File: src/rtl/riscv_pkg.sv
// Shared definitions for the instruction-fetch slice: widths, reset vector,
// the JAL opcode and J-type immediate extraction.
package riscv_pkg;

  localparam int          XLEN             = 32;
  localparam logic [31:0] RESET_PC_DEFAULT = 32'h0100_0000;
  localparam logic [6:0]  OPC_JAL          = 7'b110_1111;

  // J-type immediate: {imm[20], imm[10:1], imm[11], imm[19:12]} scattered over insn[31:12].
  function automatic logic signed [20:0] j_imm(input logic [31:0] insn);
    return $signed({insn[31], insn[19:12], insn[20], insn[30:21], 1'b0});
  endfunction

endpackage

File: src/rtl/fetch_fifo.sv
// Synchronous FIFO holding fetched {pc, insn, pred_taken} entries.
// Extra pointer bit distinguishes full from empty; head is read combinationally.
module fetch_fifo #(
  parameter int XLEN  = 32,
  parameter int DEPTH = 4
) (
  input  logic                     clock,
  input  logic                     reset,
  input  logic                     clear,
  input  logic                     push,
  input  logic                     pop,
  input  logic [XLEN-1:0]          push_pc,
  input  logic [31:0]              push_insn,
  input  logic                     push_pred,
  output logic [XLEN-1:0]          head_pc,
  output logic [31:0]              head_insn,
  output logic                     head_pred,
  output logic [$clog2(DEPTH):0]   count
);

  localparam int AW = $clog2(DEPTH);

  logic [AW:0]     wr_ptr;
  logic [AW:0]     rd_ptr;
  logic [XLEN-1:0] pc_mem   [DEPTH];
  logic [31:0]     insn_mem [DEPTH];
  logic            pred_mem [DEPTH];

  always_ff @(posedge clock) begin
    if (reset || clear) begin
      wr_ptr <= '0;
      rd_ptr <= '0;
    end else begin
      if (push) wr_ptr <= wr_ptr + (AW+1)'(1);
      if (pop)  rd_ptr <= rd_ptr + (AW+1)'(1);
    end
  end

  // Storage carries no reset; validity is tracked purely by the pointers.
  always_ff @(posedge clock) begin
    if (push) begin
      pc_mem[wr_ptr[AW-1:0]]   <= push_pc;
      insn_mem[wr_ptr[AW-1:0]] <= push_insn;
      pred_mem[wr_ptr[AW-1:0]] <= push_pred;
    end
  end

  assign count     = wr_ptr - rd_ptr;
  assign head_pc   = pc_mem[rd_ptr[AW-1:0]];
  assign head_insn = insn_mem[rd_ptr[AW-1:0]];
  assign head_pred = pred_mem[rd_ptr[AW-1:0]];

endmodule

File: src/rtl/riscv_fetch_unit.sv
// Decoupled instruction fetch: PC, epoch-tagged 1-cycle imem request, queue to decode.
// Optional static JAL prediction is enabled by defining FETCH_JAL_PREDICT_EN.
module riscv_fetch_unit #(
  parameter int              XLEN     = riscv_pkg::XLEN,
  parameter logic [XLEN-1:0] RESET_PC = XLEN'(riscv_pkg::RESET_PC_DEFAULT),
  parameter int              DEPTH    = 4
) (
  input  logic            clock,
  input  logic            reset,
  input  logic            redirect_valid,
  input  logic [XLEN-1:0] redirect_pc,
  output logic            imem_req,
  output logic [XLEN-1:0] imem_addr,
  input  logic [31:0]     imem_data,
  output logic            out_valid,
  input  logic            out_ready,
  output logic [XLEN-1:0] out_pc,
  output logic [31:0]     out_insn,
  output logic            out_pred_taken
);

  import riscv_pkg::*;

  localparam int CW = $clog2(DEPTH) + 1;

  logic [XLEN-1:0] fetch_pc;
  logic [XLEN-1:0] pc_next;
  logic            epoch;
  logic            epoch_flip;
  logic            vld_p1;
  logic [XLEN-1:0] tag_pc_p1;
  logic            tag_epoch_p1;
  logic [CW-1:0]   count;
  logic [CW:0]     occupancy;
  logic            issue;
  logic            push;
  logic            pop;
  logic            jal_taken;
  logic            head_valid;
  logic [XLEN-1:0] head_pc;
  logic [31:0]     head_insn;
  logic            head_pred;

  // p0: issue. Queued entries plus the one in flight may never exceed DEPTH,
  // so every response is guaranteed a free slot.
  assign occupancy = {1'b0, count} + {{CW{1'b0}}, vld_p1};
  assign issue     = !reset && !redirect_valid && (occupancy < (CW+1)'(DEPTH));
  assign imem_req  = issue;
  assign imem_addr = fetch_pc;

  always_ff @(posedge clock) begin
    if (issue) begin
      tag_pc_p1    <= fetch_pc;
      tag_epoch_p1 <= epoch;
    end
  end

  // p1: response. Words from an older epoch, or arriving with a redirect, are discarded.
  assign push = vld_p1 && (tag_epoch_p1 == epoch) && !redirect_valid && !reset;

`ifdef FETCH_JAL_PREDICT_EN
  logic signed [XLEN-1:0] jal_off;
  logic [XLEN-1:0]        jal_target;

  assign jal_off    = XLEN'(j_imm(imem_data));
  assign jal_target = tag_pc_p1 + $unsigned(jal_off);
  assign jal_taken  = push && (imem_data[6:0] == OPC_JAL);
`else
  assign jal_taken  = 1'b0;
`endif

  always_comb begin
    pc_next    = fetch_pc;
    epoch_flip = 1'b0;
    if (redirect_valid) begin
      pc_next    = redirect_pc & ~XLEN'(3);
      epoch_flip = 1'b1;
    end
`ifdef FETCH_JAL_PREDICT_EN
    else if (jal_taken) begin
      // Flipping the epoch kills the sequential word issued alongside the JAL response.
      pc_next    = jal_target;
      epoch_flip = 1'b1;
    end
`endif
    else if (issue) begin
      pc_next = fetch_pc + XLEN'(4);
    end
  end

  always_ff @(posedge clock) begin
    if (reset) begin
      fetch_pc <= RESET_PC;
      epoch    <= 1'b0;
      vld_p1   <= 1'b0;
    end else begin
      fetch_pc <= pc_next;
      epoch    <= epoch ^ epoch_flip;
      vld_p1   <= issue;
    end
  end

  // p2: queue to decode; a redirect clears it and overrides any pop.
  assign head_valid = !reset && (count != '0);
  assign pop        = head_valid && out_ready && !redirect_valid;

  fetch_fifo #(
    .XLEN  (XLEN),
    .DEPTH (DEPTH)
  ) u_fifo (
    .clock     (clock),
    .reset     (reset),
    .clear     (redirect_valid),
    .push      (push),
    .pop       (pop),
    .push_pc   (tag_pc_p1),
    .push_insn (imem_data),
    .push_pred (jal_taken),
    .head_pc   (head_pc),
    .head_insn (head_insn),
    .head_pred (head_pred),
    .count     (count)
  );

  assign out_valid      = head_valid;
  assign out_pc         = head_valid ? head_pc   : '0;
  assign out_insn       = head_valid ? head_insn : '0;
  assign out_pred_taken = head_valid && head_pred;

endmodule

File: config.mk
export PLATFORM = sky130hd
export DESIGN_NAME = riscv_fetch_unit
export DESIGN_NICKNAME = d
export VERILOG_FILES = /design/src/rtl/riscv_pkg.sv /design/src/rtl/fetch_fifo.sv /design/src/rtl/riscv_fetch_unit.sv
export SDC_FILE = /design/constraint.sdc
export NUM_CORES = 1
export LEC_CHECK = 0
export ABC_AREA = 1
export BUFFER_PORTS_ARGS = -buffer_cell sky130_fd_sc_hd__buf_4
export CAP_MARGIN = 5
export CORE_ASPECT_RATIO = 1.5
export CORE_MARGIN = 4
export CORE_UTILIZATION = 40
export DETAILED_ROUTE_END_ITERATION = 6
export PLACE_DENSITY_LB_ADDON = 0.2
export SLEW_MARGIN = 25
export SYNTH_ARGS = -nofsm -noshare
export SYNTH_HDL_FRONTEND = slang
export SYNTH_SLANG_ARGS = --single-unit
File: constraint.sdc
create_clock -name clock -period 5.15 [get_ports clock]
set_clock_uncertainty 0.05 [all_clocks]
set_input_delay 0.515 -clock clock [delete_from_list [all_inputs] [get_ports clock]]
set_output_delay 0.515 -clock clock [all_outputs]
set_load 0.01 [all_outputs]
==> impl_metrics.tcl, run 1 <==
set metrics [dict create \
    path_clk_slew_ns 0.07 \
    hold_viol_final 0 \
    num_io_pins 167 \
    coreArea_sq_um 32800 \
    status "finished, final reports clean" \
    dr.pass1.iters 5 \
    nFillCells 3028 \
    synth_warnings 0 \
    busiest_layer "met2" \
    path_max_fanout 36 \
    max_cap_violations 0 \
    drive_gt1_share_pct 17.3 \
    vias 9099 \
    arrival_ns 3.57 \
    min_path_cells 1 \
    synth.area.top_cells "edfxtp_1 (63%), nor2_1 (9.2%), dfxtp_1 (6.0%)" \
    drc 0 \
    routed_wl_um 31400 \
    drv_slew 0 \
    syn_area_sq_um 13400 \
    grt_pass1_wl_um 48900 \
    clock_latency_ns 0.55 \
    required_ns 4.59 \
    wire_per_inst_um 17.1 \
    final.setup.tns_ns 0 \
    grt_use_met2_pct 31.3 \
    port_buffers 159 \
    grt_max_degree 78 \
    p_leak_nw 5.84 \
    die_h_um 232 \
    syn_to_final_growth_pct 19.3 \
    antenna_cells 0 \
    syn-mean-instance-area_sq_um 10.7 \
    setup-violations-final 0 \
    p_per_area_nw_per_um2 345 \
    seq_area_frac_synth_pct 68.6 \
    synth_top_area_share_pct 62.7 \
    postPlaceCellArea_sq_um 14900 \
    cts_resized 0 \
    vdd_drop_max_v 0.000233 \
    core.rowCount 81 \
    cts_setup_buffers 0 \
    use_met1_pct 20.6 \
    slowest_delay_ns 0.57 \
    gp_congestion 0.801 \
    dieArea_sq_um 36500 \
    hpwl_um 18700 \
    antenna_found_initial 0 \
    clock_path_buffers 3 \
    rsz0062_at_grt "false" \
    cp-start-kind "flop" \
    cts-root-buf "clkbuf_16" \
    fin_area_sq_um 16000 \
    initial_core_util_pct 40.7 \
    final_core_util_pct 48.6 \
    ant_nets 0 \
    grt.total_usage_pct 17.0 \
    min_path_type "in -> reg" \
    critPathMostFrequentCell "buf_4" \
    synth_cells 1246 \
    yosysTopAreaCell "edfxtp_1" \
    cts_hold_buf 0 \
    ys_types 35 \
    finalCritPeriodShare_pct 80.3 \
    drt-initial-drc-count 369 \
    ys_seq_elements 319 \
    via_per_inst 4.97 \
    cp-end-kind "output port" \
    cts_tree "done" \
    fmaxAchievable_mhz 242 \
    htreeDepth 1 \
    cts_buffers 30 \
    cts.sinks 319 \
    worstMarginPinSlew_ns 0.995 \
    slew_headroom_pct 33.4 \
    chipWidth_um 157 \
    crit_chain "inv_1, ha_1, fa_1, inv_1, nand3_2, nand4_1, nand2_2, buf_4, buf_4, a21oi_1, buf_4" \
    reg2reg_depth 8 \
    crit_slowest_cell "nand2_2" \
    overflow 0 \
    layout.nets 1468 \
    path_class "reg -> out" \
    grtUsageMet3_pct 2.54 \
    first_global_vias 9051 \
    finalCriticalPeriod_ns 4.14 \
]
==> layer usage <==
| metal | part of all wire, % | routed length [um] |
|---|---|---|
| met1 | 40 | 12600 |
| met2 | 53 | 16500 |
| met3 | 5.0 | 1580 |
| met4 | 2.2 | 689 |
| met5 | 0 | 0 |
==> worst paths after layout <==
path,startpoint,to,slack (ns)
worst min register to register,u_fifo.wr_ptr[2],u_fifo.wr_ptr[2],0.44
worst max-delay path,u_fifo.wr_ptr[0],out_insn[13],1.01
worst max register to register,u_fifo.wr_ptr[0],tag_pc_p1[29],2.47
worst min-delay path,imem_data[28],u_fifo.insn_mem[1][28],0.12
==> power by group <==
group	total [mW]	internal (mW)	switching [mW]	leakage, nW
combinational	0.361	0.145	0.215	2.48
sequential	2.91	2.85	0.0564	2.86
clock	2.23	1.33	0.899	0.500
==> logic make-up after synthesis <==
| kind of cell | share of synthesized area, % |
|---|---|
| AOI/OAI and AO/OA | 9.24 |
| xor gates and xnor gates | 0.786 |
| adders and majority gates | 0.805 |
| buffers and inverters | 4.21 |
| DFF | 68.6 |
| muxes | 0.0749 |
| other | 0.0280 |
| and+or+nand+nor | 16.2 |
==> flip-flops by register name (all words and copies together) (netlist names), named ones only <==
| signal | count |
|---|---|
| epoch | 1 |
| imem_addr | 30 |
| tag_epoch_p1 | 1 |
| tag_pc_p1 | 30 |
| u_fifo.insn_mem | 128 |
| u_fifo.pc_mem | 120 |
| u_fifo.rd_ptr | 3 |
| u_fifo.wr_ptr | 3 |
| vld_p1 | 1 |
==> critical path: cells and delay by family (launching register included) <==
family | cells | cell delay (ns)
AO/OA/AOI/OAI | 1 | 0.16
adder cells (fa/ha/maj) | 2 | 0.59
buffers and inverters | 5 | 0.98
flip-flops | 1 | 0.38
AND/OR/NAND/NOR | 3 | 0.88
==> final cells by class <==
class                           count  area [sq um]  share of cell area (%)
Sequential cell                   319          9180                    57.6
Multi-Input combinational cell    806          3670                    23.0
Timing Repair Buffer              172          1320                    8.25
Clock buffer                       42           878                    5.51
Tap cell                          415           519                    3.26
Inverter                           63           245                    1.54
Clock inverter                     12           136                   0.855
==> cell usage in the layout (no fill, tap or decap), types with 3 or more instances in the layout <==
cell type / instances
nand2_2: 4
nand3_1: 37
bufinv_16: 3
clkbuf_1: 6
ha_1: 7
a22oi_1: 3
a21oi_1: 92
edfxtp_1: 279
nor2_1: 323
inv_2: 3
xnor2_1: 5
xor2_1: 7
dfxtp_1: 38
nor2_4: 4
nand4_1: 3
clkinv_2: 6
clkbuf_8: 4
inv_1: 57
nand2_1: 159
buf_4: 170
conb_1: 5
o21ai_0: 141
clkbuf_16: 32
==> Yosys cell counts <==
| library cell | instances |
|---|---|
| a21boi_0 | 1 |
| a21oi_1 | 92 |
| a21oi_2 | 1 |
| a21oi_4 | 1 |
| a22oi_1 | 3 |
| buf_1 | 3 |
| buf_2 | 11 |
| buf_4 | 11 |
| buf_6 | 3 |
| buf_8 | 1 |
| clkbuf_1 | 33 |
| clkinv_4 | 1 |
| conb_1 | 1 |
| dfxtp_1 | 40 |
| edfxtp_1 | 279 |
| fa_1 | 1 |
| ha_1 | 7 |
| inv_1 | 57 |
| inv_2 | 5 |
| mux2i_1 | 1 |
| nand2_1 | 159 |
| nand2_2 | 4 |
| nand2_4 | 2 |
| nand3_1 | 37 |
| nand3_2 | 2 |
| nand3_4 | 2 |
| nand3b_1 | 1 |
| nand4_1 | 3 |
| nor2_1 | 326 |
| nor2_2 | 2 |
| nor2_8 | 1 |
| o21ai_0 | 141 |
| o21bai_1 | 2 |
| xnor2_1 | 5 |
| xor2_1 | 7 |
==> stage by stage <==
| step | total power [mW] | hold slack, ns | setup WS [ns] | std cells |
|---|---|---|---|---|
| floorplan | 3.15 | 0.393 | 0.954 | 1250 |
| global placement | 3.33 | 0.416 | 1.56 | 1775 |
| detailed placement | 3.33 | 0.426 | 1.55 | 1775 |
| CTS | 5.57 | 0.0785 | 0.941 | 1829 |
| global route | 5.72 | 0.0857 | 0.780 | 1829 |
| finish | 5.50 | 0.115 | 1.01 | 1829 |
(Power assumes the default switching activity.)
==> inputs of run 2 (changes only) <==
clock period = 4.1 ns   (was 5.15 ns; I/O delays follow)
==> run 2 against run 1 <==
Against the previous run: routed wire length increased by 0.46%; final cell count increased by 2.2%; flip-flop and latch count unchanged; global-route usage decreased by 0.061 points; die area unchanged.
==> impl_metrics.tcl, run 2 (synthesized netlist as in run 1, its figures left out) <==
set metrics [dict create \
    layout_commonest_cell "nor2_1" \
    dp_worst_setup_slack_ns 0.814 \
    grtUsageMet3_pct 2.80 \
    worstMarginPinSlew_ns 0.883 \
    clock_latency_ns 0.56 \
    htreeDepth 1 \
    dr.pass1.iters 5 \
    cts_tree "done" \
    finalCritPeriodShare_pct 92.2 \
    cts_buffers 31 \
    slew_headroom_pct 41.1 \
    cp-start-kind "flop" \
    cts.sinks 319 \
    ant_nets 0 \
    rsz0062_at_grt "false" \
    path_clk_slew_ns 0.06 \
    min_path_type "in -> reg" \
    largest_reg_flops 128 \
    first_global_vias 9005 \
    drive_gt1_share_pct 16.9 \
    finalCriticalPeriod_ns 3.78 \
    cts-root-buf "clkbuf_16" \
    nFillCells 3016 \
    drt-initial-drc-count 470 \
    status "finished, final reports clean" \
    antenna_found_initial 0 \
    final_cell_mix "nor2_1 (323), edfxtp_1 (279), buf_4 (173)" \
    initial_core_util_pct 40.7 \
    chipWidth_um 157 \
    cts_setup_buffers 0 \
    path_class "reg -> out" \
    fmaxAchievable_mhz 264 \
    dieArea_sq_um 36500 \
    wire_per_inst_um 16.9 \
    use_met1_pct 20.6 \
    port_buffers 159 \
    max_cap_violations 0 \
    cp-end-kind "output port" \
    vdd_drop_max_v 0.000307 \
    coreArea_sq_um 32800 \
    vias 9251 \
    drc 0 \
    grt_max_degree 85 \
    cts_resized 0 \
    grt.total_usage_pct 17.0 \
    required_ns 3.64 \
    setup-violations-final 0 \
    stdcell_count 1869 \
    path_max_fanout 33 \
    clock_path_buffers 3 \
    busiest_layer "met2" \
    grt_use_met2_pct 31.0 \
    power_mw 6.94 \
    cts_hold_buf 31 \
    grt_pass1_wl_um 48600 \
    via_per_inst 4.95 \
    final.setup.tns_ns 0 \
    p_per_area_nw_per_um2 425 \
    syn_to_final_growth_pct 22.1 \
    num_io_pins 167 \
    hold_viol_final 0 \
    die_h_um 232 \
    setup_slack_ns 0.319 \
    arrival_ns 3.32 \
    layout.nets 1506 \
    core.rowCount 81 \
    antenna_cells 0 \
    p_leak_nw 5.99 \
    drv_slew 0 \
    routed_wl_um 31500 \
    gp_congestion 0.812 \
    hpwl_um 19000 \
    dp_cells 1780 \
    overflow 0 \
]
## run 2: cell types whose count changed in the layout (fill, tap and decap cells not counted), moves of 2 or more
| cell | change |
|---|---|
| buf_12 | +2 |
| buf_4 | +3 |
| clkbuf_1 | +4 |
| clkbuf_8 | -4 |
| clkinv_1 | +3 |
| clkinv_2 | -4 |
| clkinvlp_4 | +3 |
| dlygate4sd3_1 | +32 |
## run 2: final timing paths
kind               startpoint  slack (ns)  depth (start not counted)               end
max          u_fifo.wr_ptr[0]        0.32                         10        out_pc[20]
min            redirect_pc[8]         0.1                          3      imem_addr[8]
max reg2reg  u_fifo.wr_ptr[0]        1.57                         10      imem_addr[7]
min reg2reg  u_fifo.wr_ptr[2]        0.43                          1  u_fifo.wr_ptr[2]
## run 2: metrics by stage
stage | hold WS [ns] | cell area [sq um] | util [%]
floorplan | 0.393 | 13400 | -
global placement | 0.418 | 15000 | 45.7
detailed placement | 0.422 | 15000 | 45.7
CTS | 0.000827 | 16300 | 49.7
global route | 0.0685 | 16300 | 49.7
finish | 0.0962 | 16300 | 49.7
## run 2: layout make-up
| type | instances | area, sq um | area share [%] |
|---|---|---|---|
| Multi-Input combinational cell | 806 | 3670 | 22.5 |
| Inverter | 63 | 244 | 1.49 |
| Sequential cell | 319 | 9180 | 56.3 |
| Timing Repair Buffer | 209 | 1700 | 10.4 |
| Clock inverter | 16 | 191 | 1.17 |
| Clock buffer | 41 | 813 | 4.98 |
| Tap cell | 415 | 519 | 3.18 |
## run 2: power breakdown
part | total (mW) | switching, mW | internal [mW] | leakage, nW
Combinational | 0.487 | 0.281 | 0.206 | 2.65
Sequential | 3.65 | 0.0644 | 3.58 | 2.86
Clock | 2.81 | 1.16 | 1.65 | 0.477
## run 2: layer usage
layer	wire [um]	up-vias
met5	0	-
met4	662	0
met3	1680	41
met2	16600	219
met1	12600	4387
li1	-	4604
## run 2: worst max-delay path, cell delays in order (launching register included)
cell,delay [ns]
dfxtp_1,0.38
inv_1,0.12
ha_1,0.20
fa_1,0.40
inv_1,0.08
nand3_2,0.13
nand4_1,0.20
nand2_2,0.41
buf_12,0.35
a21oi_1,0.29
buf_4,0.19
